## src/rtl/stim_pkg.sv

```systemverilog
// Shared types for the stimulus pattern sequencer: FSM states, table entry layout
// and the entry-count clamp used when a playback is accepted.
package stim_pkg;

  localparam int unsigned STIM_WIDTH  = 4;
  localparam int unsigned STIM_HOLD_W = 8;
  localparam int unsigned STIM_DEPTH  = 8;

  typedef enum logic {
    IDLE = 1'b0,
    PLAY = 1'b1
  } state_e;

  typedef struct packed {
    logic [STIM_WIDTH-1:0]  value;
    logic [STIM_HOLD_W-1:0] hold;
  } entry_t;

  // Requests beyond the table size play the whole table once.
  function automatic int unsigned clamp_entries(input int unsigned num,
                                                input int unsigned depth);
    return (num > depth) ? depth : num;
  endfunction

endpackage

```

## src/rtl/stim_table.sv

```systemverilog
// DEPTH-entry (value, hold) register file: one synchronous write port, one
// combinational read port, contents cleared by the asynchronous reset.
module stim_table
  import stim_pkg::*;
#(
  parameter int unsigned DEPTH = STIM_DEPTH
) (
  input  logic                     clk,
  input  logic                     rst_n,
  input  logic                     wr_en,
  input  logic [$clog2(DEPTH)-1:0] wr_addr,
  input  entry_t                   wr_data,
  input  logic [$clog2(DEPTH)-1:0] rd_addr,
  output entry_t                   rd_data
);

  entry_t mem [DEPTH];

  // NOTE: sequential state uses non-blocking assignments so every register
  // samples pre-edge values regardless of process evaluation order.
  // NOTE: the table is small and must read back as zero after reset, so it is
  // built from resettable flops rather than an inferred RAM macro.
  always_ff @(posedge clk or negedge rst_n) begin
    if (!rst_n) begin
      for (int i = 0; i < int'(DEPTH); i++) mem[i] <= '0;
    end else if (wr_en) begin
      mem[wr_addr] <= wr_data;
    end
  end

  assign rd_data = mem[rd_addr];

endmodule

```

## src/rtl/stim_pattern_seq.sv

```systemverilog
// Programmable stimulus sequencer: plays a loaded table of (value, hold) entries
// onto sig_out cycle-accurately. Define STIM_LOOP_EN to add the 'loop' input.
module stim_pattern_seq
  import stim_pkg::*;
#(
  parameter int unsigned WIDTH  = STIM_WIDTH,
  parameter int unsigned DEPTH  = STIM_DEPTH,
  parameter int unsigned HOLD_W = STIM_HOLD_W
) (
  input  logic                     clk,
  input  logic                     rst_n,
  input  logic                     wr_en,
  input  logic [$clog2(DEPTH)-1:0] wr_addr,
  input  logic [WIDTH-1:0]         wr_value,
  input  logic [HOLD_W-1:0]        wr_hold,
  input  logic [$clog2(DEPTH):0]   num_entries,
  input  logic                     start,
  input  logic                     abort,
`ifdef STIM_LOOP_EN
  input  logic                     loop,
`endif
  output logic [WIDTH-1:0]         sig_out,
  output logic                     busy,
  output logic                     done,
  output logic [$clog2(DEPTH)-1:0] cur_idx
);

  localparam int unsigned IDX_W = $clog2(DEPTH);
  localparam int unsigned CNT_W = IDX_W + 1;

  state_e             state_q, state_d;
  logic [IDX_W-1:0]   idx_d, last_q, last_d, rd_addr;
  logic [HOLD_W-1:0]  hold_q, hold_d;
  logic [WIDTH-1:0]   sig_d;
  logic               busy_d, done_d;
  logic [CNT_W-1:0]   num_clamped;
  logic               entry_done, last_entry, loop_en, tbl_wr_en;
  entry_t             rd_entry, wr_entry;

`ifdef STIM_LOOP_EN
  assign loop_en = loop;
`else
  assign loop_en = 1'b0;
`endif

  assign num_clamped = CNT_W'(clamp_entries(32'(num_entries), DEPTH));
  assign entry_done  = (hold_q == '0);
  assign last_entry  = (cur_idx == last_q);

  // The table is frozen while playing so a pass always replays what was loaded.
  assign tbl_wr_en = wr_en && (state_q == IDLE);
  assign wr_entry  = '{value: wr_value, hold: wr_hold};

  // Single read port: entry 0 for a (re)start, otherwise the next entry.
  assign rd_addr = (state_q == PLAY && !last_entry) ? cur_idx + IDX_W'(1) : '0;

  stim_table #(.DEPTH(DEPTH)) u_table (
    .clk     (clk),
    .rst_n   (rst_n),
    .wr_en   (tbl_wr_en),
    .wr_addr (wr_addr),
    .wr_data (wr_entry),
    .rd_addr (rd_addr),
    .rd_data (rd_entry)
  );

  always_ff @(posedge clk or negedge rst_n) begin
    if (!rst_n) begin
      state_q <= IDLE;
      cur_idx <= '0;
      last_q  <= '0;
      hold_q  <= '0;
      sig_out <= '0;
      busy    <= 1'b0;
      done    <= 1'b0;
    end else begin
      state_q <= state_d;
      cur_idx <= idx_d;
      last_q  <= last_d;
      hold_q  <= hold_d;
      sig_out <= sig_d;
      busy    <= busy_d;
      done    <= done_d;
    end
  end

  always_comb begin
    state_d = state_q;
    case (state_q)
      IDLE: if (!abort && start && num_clamped != '0) state_d = PLAY;
      PLAY: begin
        if (abort) state_d = IDLE;
        else if (entry_done && last_entry && !loop_en) state_d = IDLE;
      end
      default: state_d = IDLE;
    endcase
  end

  // NOTE: every output of this block gets a default first so no path leaves a
  // variable unassigned, which would otherwise infer a latch.
  always_comb begin
    idx_d  = cur_idx;
    last_d = last_q;
    hold_d = hold_q;
    sig_d  = sig_out;
    busy_d = busy;
    done_d = 1'b0;
    if (abort) begin
      idx_d  = '0;
      hold_d = '0;
      sig_d  = '0;
      busy_d = 1'b0;
    end else begin
      case (state_q)
        IDLE: begin
          if (start) begin
            if (num_clamped == '0) begin
              done_d = 1'b1;
            end else begin
              idx_d  = '0;
              last_d = IDX_W'(num_clamped - CNT_W'(1));
              hold_d = rd_entry.hold;
              sig_d  = rd_entry.value;
              busy_d = 1'b1;
            end
          end
        end
        PLAY: begin
          if (!entry_done) begin
            hold_d = hold_q - HOLD_W'(1);
          end else if (!last_entry) begin
            idx_d  = cur_idx + IDX_W'(1);
            hold_d = rd_entry.hold;
            sig_d  = rd_entry.value;
          end else begin
            // End of pass: either wrap to entry 0 gaplessly or return to idle.
            done_d = 1'b1;
            idx_d  = '0;
            if (loop_en) begin
              hold_d = rd_entry.hold;
              sig_d  = rd_entry.value;
            end else begin
              hold_d = '0;
              sig_d  = '0;
              busy_d = 1'b0;
            end
          end
        end
        default: ;
      endcase
    end
  end

endmodule

```

## config.mk

```make
export PLATFORM = sky130hd
export DESIGN_NAME = stim_pattern_seq
export DESIGN_NICKNAME = d
export VERILOG_FILES = /design/src/rtl/stim_pkg.sv /design/src/rtl/stim_table.sv /design/src/rtl/stim_pattern_seq.sv
export SDC_FILE = /design/constraint.sdc
export NUM_CORES = 1
export LEC_CHECK = 0
export ABC_AREA = 1
export ABC_CLOCK_PERIOD_IN_PS = 2280
export CORE_MARGIN = 4
export CORE_UTILIZATION = 56
export CTS_CLUSTER_DIAMETER = 40
export CTS_CLUSTER_SIZE = 40
export DETAILED_ROUTE_END_ITERATION = 16
export PLACE_DENSITY = 0.74
export SYNTH_ARGS = -nofsm -noshare
export SYNTH_HDL_FRONTEND = slang
export SYNTH_SLANG_ARGS = --single-unit
```

## constraint.sdc

```tcl
create_clock -name clk -period 2.28 [get_ports clk]
set_clock_uncertainty 0.1 [all_clocks]
set_input_delay 0.342 -clock clk [delete_from_list [all_inputs] [get_ports clk]]
set_output_delay 0.342 -clock clk [all_outputs]
set_load 0.02 [all_outputs]
```

==> results of run 1 <==
[final cells by class]
class,count,share of cell area (%)
Clock buffer,26,7.204
Clock inverter,4,0.6516
Inverter,56,3.077
Multi-Input combinational cell,505,34.82
Sequential cell,117,42.35
Tap cell,133,2.407
Timing Repair Buffer,65,9.484
[cell usage in the layout (no fill, tap or decap), types with 4 or more instances in the layout]
master and n:
a21oi_1 29, clkbuf_16 16, inv_2 7, nand2_2 4, xor2_1 4, nand2_1 191, clkbuf_1 4, buf_12 7
clkbuf_8 6, nand3_1 99, o211ai_1 16, clkdlybuf4s50_1 31, inv_1 47, o21ai_0 92, ha_1 5, dfrtp_1 117
nor2_1 42, buf_4 26
[path summary, 6_finish.rpt]
check / slack (ns) / end / cells past startpoint
max in group asynchronous: 1.15 / u_table.mem[37] / 3
worst min register to register: 0.38 / u_table.mem[92] / 2
worst max register to register: 0.17 / sig_out[3] / 10
worst max-delay path: 0.17 / sig_out[3] / 10
worst min-delay path: 0.26 / last_q[2] / 2
min in group clk: 0.32 / u_table.mem[34] / 3
[report_power, final]
group	total, uW	switching (uW)	internal, uW	leakage (uW)
Clock	2430	856	1570	0.000271
Sequential	3630	564	3060	0.00146
Combinational	4110	2520	1590	0.00161
[metrics by stage]
stage / setup TNS (ns) / total power, uW / instance area (sq um)
detailed placement: -1.612 / 7543 / 6326
floorplan: 0 / 6376 / 5697
global placement: -0.9299 / 7376 / 6326
finish: 0 / 10160 / 6913
global route: 0 / 10890 / 6913
CTS: 0 / 10140 / 6908
[state kept, by name, summed over array words and instances (netlist names)]
signal / count
u_table.mem: 96
hold_q: 8
busy: 1
state_q: 1
last_q: 3
cur_idx: 3
done: 1
sig_out: 4
[metal layers]
metal / share of wire [%] / wire [um] / up-vias
met4: 1.7 / 244 / 0
met1: 43 / 6243 / 2498
met5: 0 / 0 / -
met2: 48 / 6996 / 183
met3: 6.7 / 972 / 24
li1: - / - / 2453
[cells by family (layout without fill, tap and decap cells)]
group	Yosys count	in the layout	synth area share, %
buffers and inverters	92	151	6.545
adder cells (fa/ha/maj)	5	5	1.098
flip-flops	117	117	51.39
AO/OA/AOI/OAI	144	144	13.53
XOR/XNOR	6	6	0.9225
AND/OR/NAND/NOR	349	350	26.51
[worst max-delay path, stage by stage, from the launching register on]
cell and delay (ns):
dfrtp_1 0.43, inv_1 0.09, nand2_1 0.05, nand2_1 0.07, nand3_2 0.21, nand2_4 0.20
inv_1 0.19, o211ai_1 0.26, nand3_1 0.20, nand3_1 0.13, nand2_1 0.06
[what timing repair did]
item | CTS | global route
hold buffers | 1 | 0
buffers inserted | 3 | 0
gates resized for setup | 0 | 1
setup endpoints to repair | 1 | 7
gates cloned | 1 | 0
endpoints found under the hold margin | 36 | 0
pin swaps | 1 | 0
==> flow_summary.ini, run 1 <==
[timing]
rsz0062_at_grt = no
setup_violations = 0
worstMarginPinSlew_ns = 0.5439
slew_viol_final = 0
setup_slack_ns = 0.1665
finalHoldViolCount = 0
layout_min_cycle_time_ns = 2.113
slew_headroom_pct = 63.74
holdWs_ns = 0.2589
clock.fmax_ghz = 0.4732
timing.final.crit_share_pct = 92.70

[synth]
yosys_warnings = 0
synth_edf_count = 0
synth_area_leader_cell = dfrtp_1
synth_top_cells_by_count = nand2_1, dfrtp_1, nand3_1
yosysMostFrequentCell = nand2_1
synth_top_cell_area_share_pct = 51.39
syn_area_per_cell_sq_um = 7.990
synthCells = 713
synth_area_leaders = dfrtp_1, nand2_1, nand3_1
ys.flop_type = dfrtp_1
synth_cell_types = 30
syn_area_sq_um = 5697
syn_nets = 742
ys_ff_latch = 117
ys_async_sr_fraction_pct = 100.0
seq_area_frac_synth_pct = 51.39

[setup_path]
start_kind = register
r2r_start = cur_idx[0]
path_class = register to register
cp.required_ns = 2.58
cp-end-kind = register
crit_fanout = 12
arrival_ns = 2.41
crit_start = cur_idx[0]

[detailed_routing]
wire_per_inst_um = 15.96
drc_errors = 0
routed_wl_um = 14460
viasPerCell = 5.693
drtIter0Drc = 527
antenna_left = 0
drt_first_pass_iters = 6
dr_total_vias = 5158

[finish]
seqCellArea_sq_um = 2928
layoutNonFillerInstCount = 906
final_util_pct = 70.40
num-nets-final = 791
num-fill-cells = 821
area_delta_synth_final_pct = 21.35
diodes = 0
multi_input_area_sq_um = 2407
drive_gt1_share_pct = 10.74

[power_and_ir_drop]
p_per_area_nw_per_um2 = 1470
leakagePower_uw = 0.003336
irDropWorstVdd_mv = 0.7225

[floorplanning]
num_rows = 36
io_pins = 33
dieHeight_um = 108.9
die_area_sq_um = 11850
start_util_pct = 58.01
die_w_um = 108.9
core_sq_um = 9819

[grt]
grt_pass1_wl_um = 24010
grt_pass1_vias = 4986
grt.met2_usage_pct = 42.59
grt_remaining_overflow = 0
grt_use_met1_pct = 35.43
grt_use_total_pct = 26.25
antenna_found_initial = 0
top_usage_layer = met2
grt_start_max_net_pins = 41
met3_usage_pct = 5.684

[cts]
htreeDepth = 4
path_clk_slew_ns = 0.05
clock_latency_ns = 0.52
cts.sinks = 117
clockRootBuffer = clkbuf_8
numCtsBuffers = 17
cts_tree = yes
cts_max_path_buffers = 2

[flow_run]
max_cap_viol_count = 0

[place]
hpwlAfterDp_um = 8917
globalplace.congestion = 0.8734
dp_cells = 871
numPortBuffers = 32
pre_cts_slack_ns = -0.1607

[outcome]
status = finished clean

[worst_hold_path]
hp-class = input port to asynchronous set/reset pin
Power figures use the tool's default switching activity.
==> run 2: changes to the inputs <==
- HOLD_SLACK_MARGIN: default -> 0.06
==> results of run 2 <==
Same layout as run 1: the final DEF is identical, and so are final timing and power.
==> run 3: changes to the inputs <==
- CAP_MARGIN: default -> 30
==> results of run 3 <==
Same layout as run 1: the final DEF is identical, and so are final timing and power.
